File: src/rtl/clk_div_pkg.sv
// Shared constants and divisor helper for the multi-channel clock divider.
// calc_div turns a target output frequency into a half-period divisor D.
package clk_div_pkg;

    localparam int CNT_W_DEF       = 24;
    localparam int DEFAULT_DIV_DEF = 1;

    // D = round(sys_hz / (2 * tgt_hz)), never below 1
    function automatic int unsigned calc_div(input int unsigned sys_hz,
                                             input int unsigned tgt_hz);
        int unsigned d;
        d = 1;
        if (tgt_hz != 0) begin
            d = (sys_hz + tgt_hz) / (2 * tgt_hz);
            if (d == 0) d = 1;
        end
        return d;
    endfunction

endpackage

File: src/rtl/clk_divider_mc_if.sv
// Divisor write port shared between the register master and the divider.
// One write per cycle; no backpressure, the divider always accepts.
interface clk_divider_mc_if
    import clk_div_pkg::*;
#(
    parameter int NUM_CH = 4,
    parameter int CNT_W  = CNT_W_DEF
);
    localparam int CH_W = (NUM_CH > 1) ? $clog2(NUM_CH) : 1;

    logic              i_wr_en;
    logic [CH_W-1:0]   i_wr_ch;
    logic [CNT_W-1:0]  i_wr_data;

    modport master (output i_wr_en, output i_wr_ch, output i_wr_data);
    modport slave  (input  i_wr_en, input  i_wr_ch, input  i_wr_data);

endinterface

File: src/rtl/clk_div_channel.sv
// One divider channel: counter, active/staged divisor, toggle and tick strobe.
// Registered outputs; a staged divisor only takes over at a half-period boundary.
module clk_div_channel
    import clk_div_pkg::*;
#(
    parameter int CNT_W       = CNT_W_DEF,
    parameter int DEFAULT_DIV = DEFAULT_DIV_DEF
) (
    input  logic             clk,
    input  logic             rst_n,
    input  logic             ena_i,
    input  logic             en_i,
    input  logic             sync_i,
    input  logic             wr_en_i,
    input  logic [CNT_W-1:0] wr_data_i,
    output logic             clk_o,
    output logic             tick_o,
    output logic             applied_o
);

    logic [CNT_W-1:0] cnt_q, cnt_d;
    logic [CNT_W-1:0] div_q, div_d;
    logic [CNT_W-1:0] pend_q, pend_d;
    logic             pend_vld_q, pend_vld_d;
    logic             clk_q, clk_d;
    logic             tick_q, tick_d;
    logic             applied_q, applied_d;

    logic [CNT_W-1:0] div_m1;
    logic             terminal;
    logic             have_new;
    logic [CNT_W-1:0] new_div;

    // A zero divisor behaves exactly like one
    assign div_m1   = (div_q == '0) ? '0 : div_q - CNT_W'(1);
    assign terminal = (cnt_q == div_m1);
    // A write landing on the apply edge bypasses the staging register
    assign have_new = wr_en_i | pend_vld_q;
    assign new_div  = wr_en_i ? wr_data_i : pend_q;

    always_comb begin
        cnt_d      = cnt_q;
        div_d      = div_q;
        clk_d      = clk_q;
        tick_d     = 1'b0;
        applied_d  = 1'b0;
        pend_d     = wr_en_i ? wr_data_i : pend_q;
        pend_vld_d = pend_vld_q | wr_en_i;

        if (sync_i || !en_i) begin
            cnt_d = '0;
            clk_d = 1'b0;
            if (have_new) begin
                div_d      = new_div;
                pend_vld_d = 1'b0;
                applied_d  = 1'b1;
            end
        end else if (ena_i) begin
            if (terminal) begin
                cnt_d  = '0;
                clk_d  = ~clk_q;
                tick_d = 1'b1;
                if (have_new) begin
                    div_d      = new_div;
                    pend_vld_d = 1'b0;
                    applied_d  = 1'b1;
                end
            end else begin
                cnt_d = cnt_q + CNT_W'(1);
            end
        end
    end

    always_ff @(posedge clk or negedge rst_n) begin
        if (!rst_n) begin
            cnt_q      <= '0;
            div_q      <= CNT_W'(DEFAULT_DIV);
            pend_q     <= '0;
            pend_vld_q <= 1'b0;
            clk_q      <= 1'b0;
            tick_q     <= 1'b0;
            applied_q  <= 1'b0;
        end else begin
            cnt_q      <= cnt_d;
            div_q      <= div_d;
            pend_q     <= pend_d;
            pend_vld_q <= pend_vld_d;
            clk_q      <= clk_d;
            tick_q     <= tick_d;
            applied_q  <= applied_d;
        end
    end

    assign clk_o     = clk_q;
    assign tick_o    = tick_q;
    assign applied_o = applied_q;

endmodule

File: src/rtl/clk_divider_mc.sv
// Multi-channel programmable clock divider: write decode plus NUM_CH channels.
// Outputs registered (one cycle); writes are never back-pressured.
module clk_divider_mc
    import clk_div_pkg::*;
#(
    parameter int NUM_CH      = 4,
    parameter int CNT_W       = CNT_W_DEF,
    parameter int DEFAULT_DIV = DEFAULT_DIV_DEF
) (
    input  logic              i_clkPin,
    input  logic              i_rst_n,
    input  logic              i_ena,
    input  logic [NUM_CH-1:0] i_ch_en,
    input  logic              i_sync,
    clk_divider_mc_if.slave   wr_if,
    output logic [NUM_CH-1:0] o_clkPin,
    output logic [NUM_CH-1:0] o_tick,
    output logic [NUM_CH-1:0] o_applied
);

    localparam int CH_W = (NUM_CH > 1) ? $clog2(NUM_CH) : 1;

    logic [NUM_CH-1:0] wr_hit;

    for (genvar k = 0; k < NUM_CH; k++) begin : g_ch
        // Channel numbers at or above NUM_CH match no channel and are dropped
        assign wr_hit[k] = wr_if.i_wr_en && (wr_if.i_wr_ch == CH_W'(k));

        clk_div_channel #(
            .CNT_W       (CNT_W),
            .DEFAULT_DIV (DEFAULT_DIV)
        ) u_ch (
            .clk       (i_clkPin),
            .rst_n     (i_rst_n),
            .ena_i     (i_ena),
            .en_i      (i_ch_en[k]),
            .sync_i    (i_sync),
            .wr_en_i   (wr_hit[k]),
            .wr_data_i (wr_if.i_wr_data),
            .clk_o     (o_clkPin[k]),
            .tick_o    (o_tick[k]),
            .applied_o (o_applied[k])
        );
    end

endmodule

File: src/flat_wrapper.sv
// flat-port wrapper written by rule: the top's interface ports become plain ports
module clk_divider_mc_flat import clk_div_pkg::*;
#(
    parameter int NUM_CH      = 4,
    parameter int CNT_W       = CNT_W_DEF,
    parameter int DEFAULT_DIV = DEFAULT_DIV_DEF
)
  (i_clkPin, i_rst_n, i_ena, i_ch_en, i_sync, o_clkPin, o_tick, o_applied, wr_if_i_wr_en, wr_if_i_wr_ch, wr_if_i_wr_data);
  clk_divider_mc_if #(.NUM_CH(NUM_CH), .CNT_W(CNT_W)) wr_if_i ();
  input  logic i_clkPin;
  input  logic i_rst_n;
  input  logic i_ena;
  input  logic [NUM_CH-1:0] i_ch_en;
  input  logic i_sync;
  output logic [NUM_CH-1:0] o_clkPin;
  output logic [NUM_CH-1:0] o_tick;
  output logic [NUM_CH-1:0] o_applied;
  input wire logic [$bits(wr_if_i.i_wr_en)-1:0] wr_if_i_wr_en;
  input wire logic [$bits(wr_if_i.i_wr_ch)-1:0] wr_if_i_wr_ch;
  input wire logic [$bits(wr_if_i.i_wr_data)-1:0] wr_if_i_wr_data;
  assign wr_if_i.i_wr_en = wr_if_i_wr_en;
  assign wr_if_i.i_wr_ch = wr_if_i_wr_ch;
  assign wr_if_i.i_wr_data = wr_if_i_wr_data;
  clk_divider_mc #(.NUM_CH(NUM_CH), .CNT_W(CNT_W), .DEFAULT_DIV(DEFAULT_DIV)) u_core (.i_clkPin(i_clkPin), .i_rst_n(i_rst_n), .i_ena(i_ena), .i_ch_en(i_ch_en), .i_sync(i_sync), .wr_if(wr_if_i), .o_clkPin(o_clkPin), .o_tick(o_tick), .o_applied(o_applied));
endmodule
File: config.mk
export PLATFORM = sky130hd
export DESIGN_NAME = clk_divider_mc_flat
export DESIGN_NICKNAME = d
export VERILOG_FILES = /design/src/rtl/clk_div_pkg.sv /design/src/rtl/clk_divider_mc_if.sv /design/src/rtl/clk_div_channel.sv /design/src/rtl/clk_divider_mc.sv /design/src/flat_wrapper.sv
export SDC_FILE = /design/constraint.sdc
export NUM_CORES = 1
export LEC_CHECK = 0
export CAP_MARGIN = 30
export CORE_ASPECT_RATIO = 1.2
export CORE_MARGIN = 4
export CORE_UTILIZATION = 35
export CTS_BUF_LIST = sky130_fd_sc_hd__clkbuf_16
export CTS_CLUSTER_DIAMETER = 120
export DETAILED_ROUTE_END_ITERATION = 7
export SYNTH_ARGS = -nofsm -noshare
export SYNTH_HDL_FRONTEND = slang
export SYNTH_SLANG_ARGS = --single-unit
File: constraint.sdc
create_clock -name i_clkPin -period 3.8 [get_ports i_clkPin]
set_input_delay 0.38 -clock i_clkPin [delete_from_list [all_inputs] [get_ports i_clkPin]]
set_output_delay 0.38 -clock i_clkPin [all_outputs]
set_load 0.01 [all_outputs]
==> metrics.log <==
[metrics] top area cells in the synthesized netlist: sky130_fd_sc_hd__dfrtp_1 42%, sky130_fd_sc_hd__mux2_2 5.0%, sky130_fd_sc_hd__xor2_1 4.1%
[metrics] Die Area: 54,600 sq um
[metrics] total congestion overflow: 0
[metrics] max frequency: 266 MHz
[metrics] Detailed Routing Iterations Pass 1: 5
[metrics] CTS Root Cell: sky130_fd_sc_hd__clkbuf_16
[metrics] Synth area leader: sky130_fd_sc_hd__dfrtp_1
[metrics] endpoint required time on the critical path: 4260 ps
[metrics] post-synth top area share: 42.1%
[metrics] input/output buffers: 46
[metrics] slack of the worst reg-to-reg path: 40 ps
[metrics] worst hold start: i_ena
[metrics] unrepaired setup endpoints after global routing: true
[metrics] number of global-route vias before repair: 14,416
[metrics] prevailing post-synth register cell: sky130_fd_sc_hd__dfrtp_1
[metrics] count of flip-flops with a built-in enable after synthesis: 0
[metrics] register area: 7610 sq um
[metrics] Hold Crit Endpoint: u_core.g_ch[2].u_ch.cnt_q[0]
[metrics] half-perimeter wire length after placement: 35.9 mm
[metrics] fin crit period: 3760 ps
[metrics] initial core utilization: 35.4%
[metrics] number of violations of the max-capacitance limit: 0
[metrics] CTS tree: built
[metrics] Final setup viols: 0
[metrics] Max Slew Vio Count: 0
[metrics] number of filler cells placed in the layout: 4,827
[metrics] Slew headroom: 33.6%
[metrics] core box area: 50,300 sq um
[metrics] async set-or-reset flop fraction in the synthesized netlist: 100%
[metrics] global-route wire length before repair: 79.7 mm
[metrics] post-detailed-routing wire length: 51.1 mm
[metrics] sequential cell area fraction in the yosys report: 42.7%
[metrics] reg2reg end: u_core.g_ch[2].u_ch.div_q[10]
[metrics] Reg2Reg Launch Point: u_core.g_ch[2].u_ch.div_q[0]
[metrics] critical path class: register to register
[metrics] largest clock skew in the final design: 10.4 ps
[metrics] Tcrit/Tclk final: 98.9%
[metrics] data arrival time at the worst-slack endpoint: 4220 ps
[metrics] standard cell with the maximum stage delay on the critical path: sky130_fd_sc_hd__or4_4
[metrics] 1st-iter DRT viols: 886
[metrics] total number of placement rows: 90
[metrics] netlist area before placement: 17,800 sq um
[metrics] placer's final routability congestion estimate: 0.914
[metrics] total negative setup slack: 0 ps
[metrics] wire length per cell after detailed routing: 19.4 um
[metrics] number of nets in the layout: 2,005
[metrics] number of antenna violations at the first check in global routing: 0
[metrics] number of remaining DRC errors: 0
[metrics] pin count of the biggest net entering global routing: 90
[metrics] share of the core filled with cells: 42.6%
[metrics] Area Growth Syn to Fin: 20.2%
[metrics] maximum buffer depth of the clock tree: 3
[metrics] static leakage: 8.81 nW
[metrics] antenna violation net count after detailed routing: 0
[metrics] class of the tightest hold or removal check: input port to register
[metrics] height of the chip: 255 um
[metrics] power per unit of standard cell area: 489 nW/um^2
[metrics] type of origin of the critical path: register
[metrics] worst hold stages: 4
[metrics] routed vias: 14,715
[metrics] number of flip-flops and latches in the synthesized netlist: 304
[metrics] delay of the slowest cell on the worst path: 560 ps
[metrics] Num CTS Buffers: 31
[metrics] Worst Setup End Kind: register
[metrics] Reg2Reg Depth: 11
[metrics] area of combinational cells with multiple inputs: 9880 sq um
[metrics] peak supply drop: 0.000352 V
[metrics] antenna diode count: 0
[metrics] minimum hold slack: 410 ps
[metrics] share of cells above drive strength 1: 20.5%
[metrics] non-filler instance count after layout: 2,630
[metrics] total nets after synthesis: 1,904
[metrics] horizontal die dimension: 214 um
[metrics] run status: complete, no violations
[metrics] Post-Syn Instances: 1,861
[metrics] clock net sink count: 304
[metrics] number of synthesis warnings: 0
[metrics] Cell Chain, Critical Path: or4_4 > or4_4 > nor4_4 > xor2_2 > mux2_4 > a2111oi_4 > nand4_2 > o31ai_4 > buf_12 > clkbuf_16 > mux2_4
[metrics] Via density: 5.60
[metrics] Cells after DPL: 2,546
[metrics] overall track demand over capacity in global routing: 17.7%
[metrics] Post-Synthesis Mean Instance Area: 9.58 sq um
[metrics] transition time of the tightest slew-check pin: 993 ps
[metrics] clock latency of the later-clocked register in the worst-skew pair: 580 ps
[metrics] library cells used by synthesis: 94
[metrics] number of H-tree levels: 1
[metrics] clock-pin slew on the worst setup and hold paths: 60 ps
[metrics] Final Hold Vio Count: 0
[metrics] total I/O pin count: 47
[metrics] maximum fanout encountered on the critical timing path: 6
synth_stat cells, types with 39 or more instances:
cell type / number
sky130_fd_sc_hd__dfrtp_1: 300
sky130_fd_sc_hd__nor2_1: 184
sky130_fd_sc_hd__nand2_1: 163
sky130_fd_sc_hd__xor2_1: 84
sky130_fd_sc_hd__clkbuf_1: 80
sky130_fd_sc_hd__mux2_2: 79
sky130_fd_sc_hd__nand3_1: 78
sky130_fd_sc_hd__xnor2_1: 68
sky130_fd_sc_hd__nor3_1: 60
sky130_fd_sc_hd__inv_1: 51
sky130_fd_sc_hd__nor4_1: 45
sky130_fd_sc_hd__mux2i_1: 44
sky130_fd_sc_hd__nand4_1: 41
sky130_fd_sc_hd__o21ai_0: 39
cell type report:
class                   count  area share, %
well taps                 644           3.76
clock inverters            26           1.35
inverters                  52          0.911
repair buffers            192           8.71
flip-flops and latches    304           35.5
clock buffers              31           3.62
multi-input cells        1381           46.1
routing by layer:
metal  GRT usage (%)  up-vias  share of wire (%)
li1                -     6978                  -
met2            31.6      310                 50
met1            22.9     7346                 44
met3            1.60       81                3.3
met5               0        -                  0
met4            5.97        0                3.2
critical path, delay by kind of cell (launching register included):
kind | cells | cell delay (ps)
AND/OR/NAND/NOR | 4 | 1460
multiplexers | 2 | 630
AO/OA/AOI/OAI | 2 | 630
flip-flops | 1 | 400
buffers and inverters | 2 | 320
XOR/XNOR | 1 | 200
placed cells by master (no fill, tap or decap), drive strengths merged, types with 60 or more instances in the layout:
master / netlist / layout
nor2: 185 / 185
inv: 51 / 60
dfrtp: 300 / 300
mux2: 104 / 104
xor2: 84 / 84
nand2: 163 / 163
nor3: 61 / 61
nand3: 78 / 78
buf: 44 / 141
xnor2: 68 / 68
stage by stage:
step / power [mW] / setup WS [ps] / cell area [sq um]
after floorplan: 6.04 / 1.45 / 17900
after global placement: 6.96 / 4.74 / 19600
after detailed placement: 7.03 / -51.1 / 19600
after CTS: 10.3 / 4.97 / 20700
after global routing: 11.0 / -111 / 21400
final: 10.5 / 43.2 / 21400
repair_timing:
action,4_1_cts,5_1_grt
pin swaps,1,22
gates resized for setup,3,77
hold endpoints to repair,84,0
hold buffers,1,0
cloned,0,10
buffers inserted,0,16
setup endpoints to repair,24,132
how the worst max path moves through the flow:
| stage | end | depth (start not counted) | start | slack (ps) |
|---|---|---|---|---|
| CTS | u_core.g_ch[2].u_ch.div_q[23] | 10 | u_core.g_ch[2].u_ch.div_q[0] | 5 |
| finish | u_core.g_ch[2].u_ch.div_q[10] | 11 | u_core.g_ch[2].u_ch.div_q[0] | 40 |
| floorplan | u_core.g_ch[2].u_ch.div_q[10] | 14 | u_core.g_ch[2].u_ch.div_q[0] | 1 |
| global placement | u_core.g_ch[2].u_ch.div_q[23] | 10 | u_core.g_ch[2].u_ch.div_q[0] | 5 |
| global route | u_core.g_ch[1].u_ch.div_q[14] | 13 | u_core.g_ch[1].u_ch.div_q[10] | -110 |
| detailed placement | u_core.g_ch[2].u_ch.div_q[2] | 10 | u_core.g_ch[2].u_ch.div_q[11] | -50 |
flip-flops by register name, summed over array words and instances (netlist names):
register                     cells
u_core.g_ch.u_ch.cnt_q          96
u_core.g_ch.u_ch.div_q          96
u_core.g_ch.u_ch.tick_o          4
u_core.g_ch.u_ch.pend_q         96
u_core.g_ch.u_ch.applied_o       4
u_core.g_ch.u_ch.pend_vld_q      4
u_core.g_ch.u_ch.clk_o           4
report_power, final:
part	switching, mW	internal (mW)
logic	1.55	1.51
clock network	1.37	1.84
registers	0.474	3.74
total	3.39	7.09
cell families after synthesis:
logic type	Yosys count	synth area share, %
mux	148	9.44
buf+inv	177	4.35
fa+ha+maj	8	0.562
compound gates	288	12.3
xor+xnor	156	7.98
simple gates	780	22.6
flops	304	42.7
No activity file was read; power rests on OpenSTA's default activity.
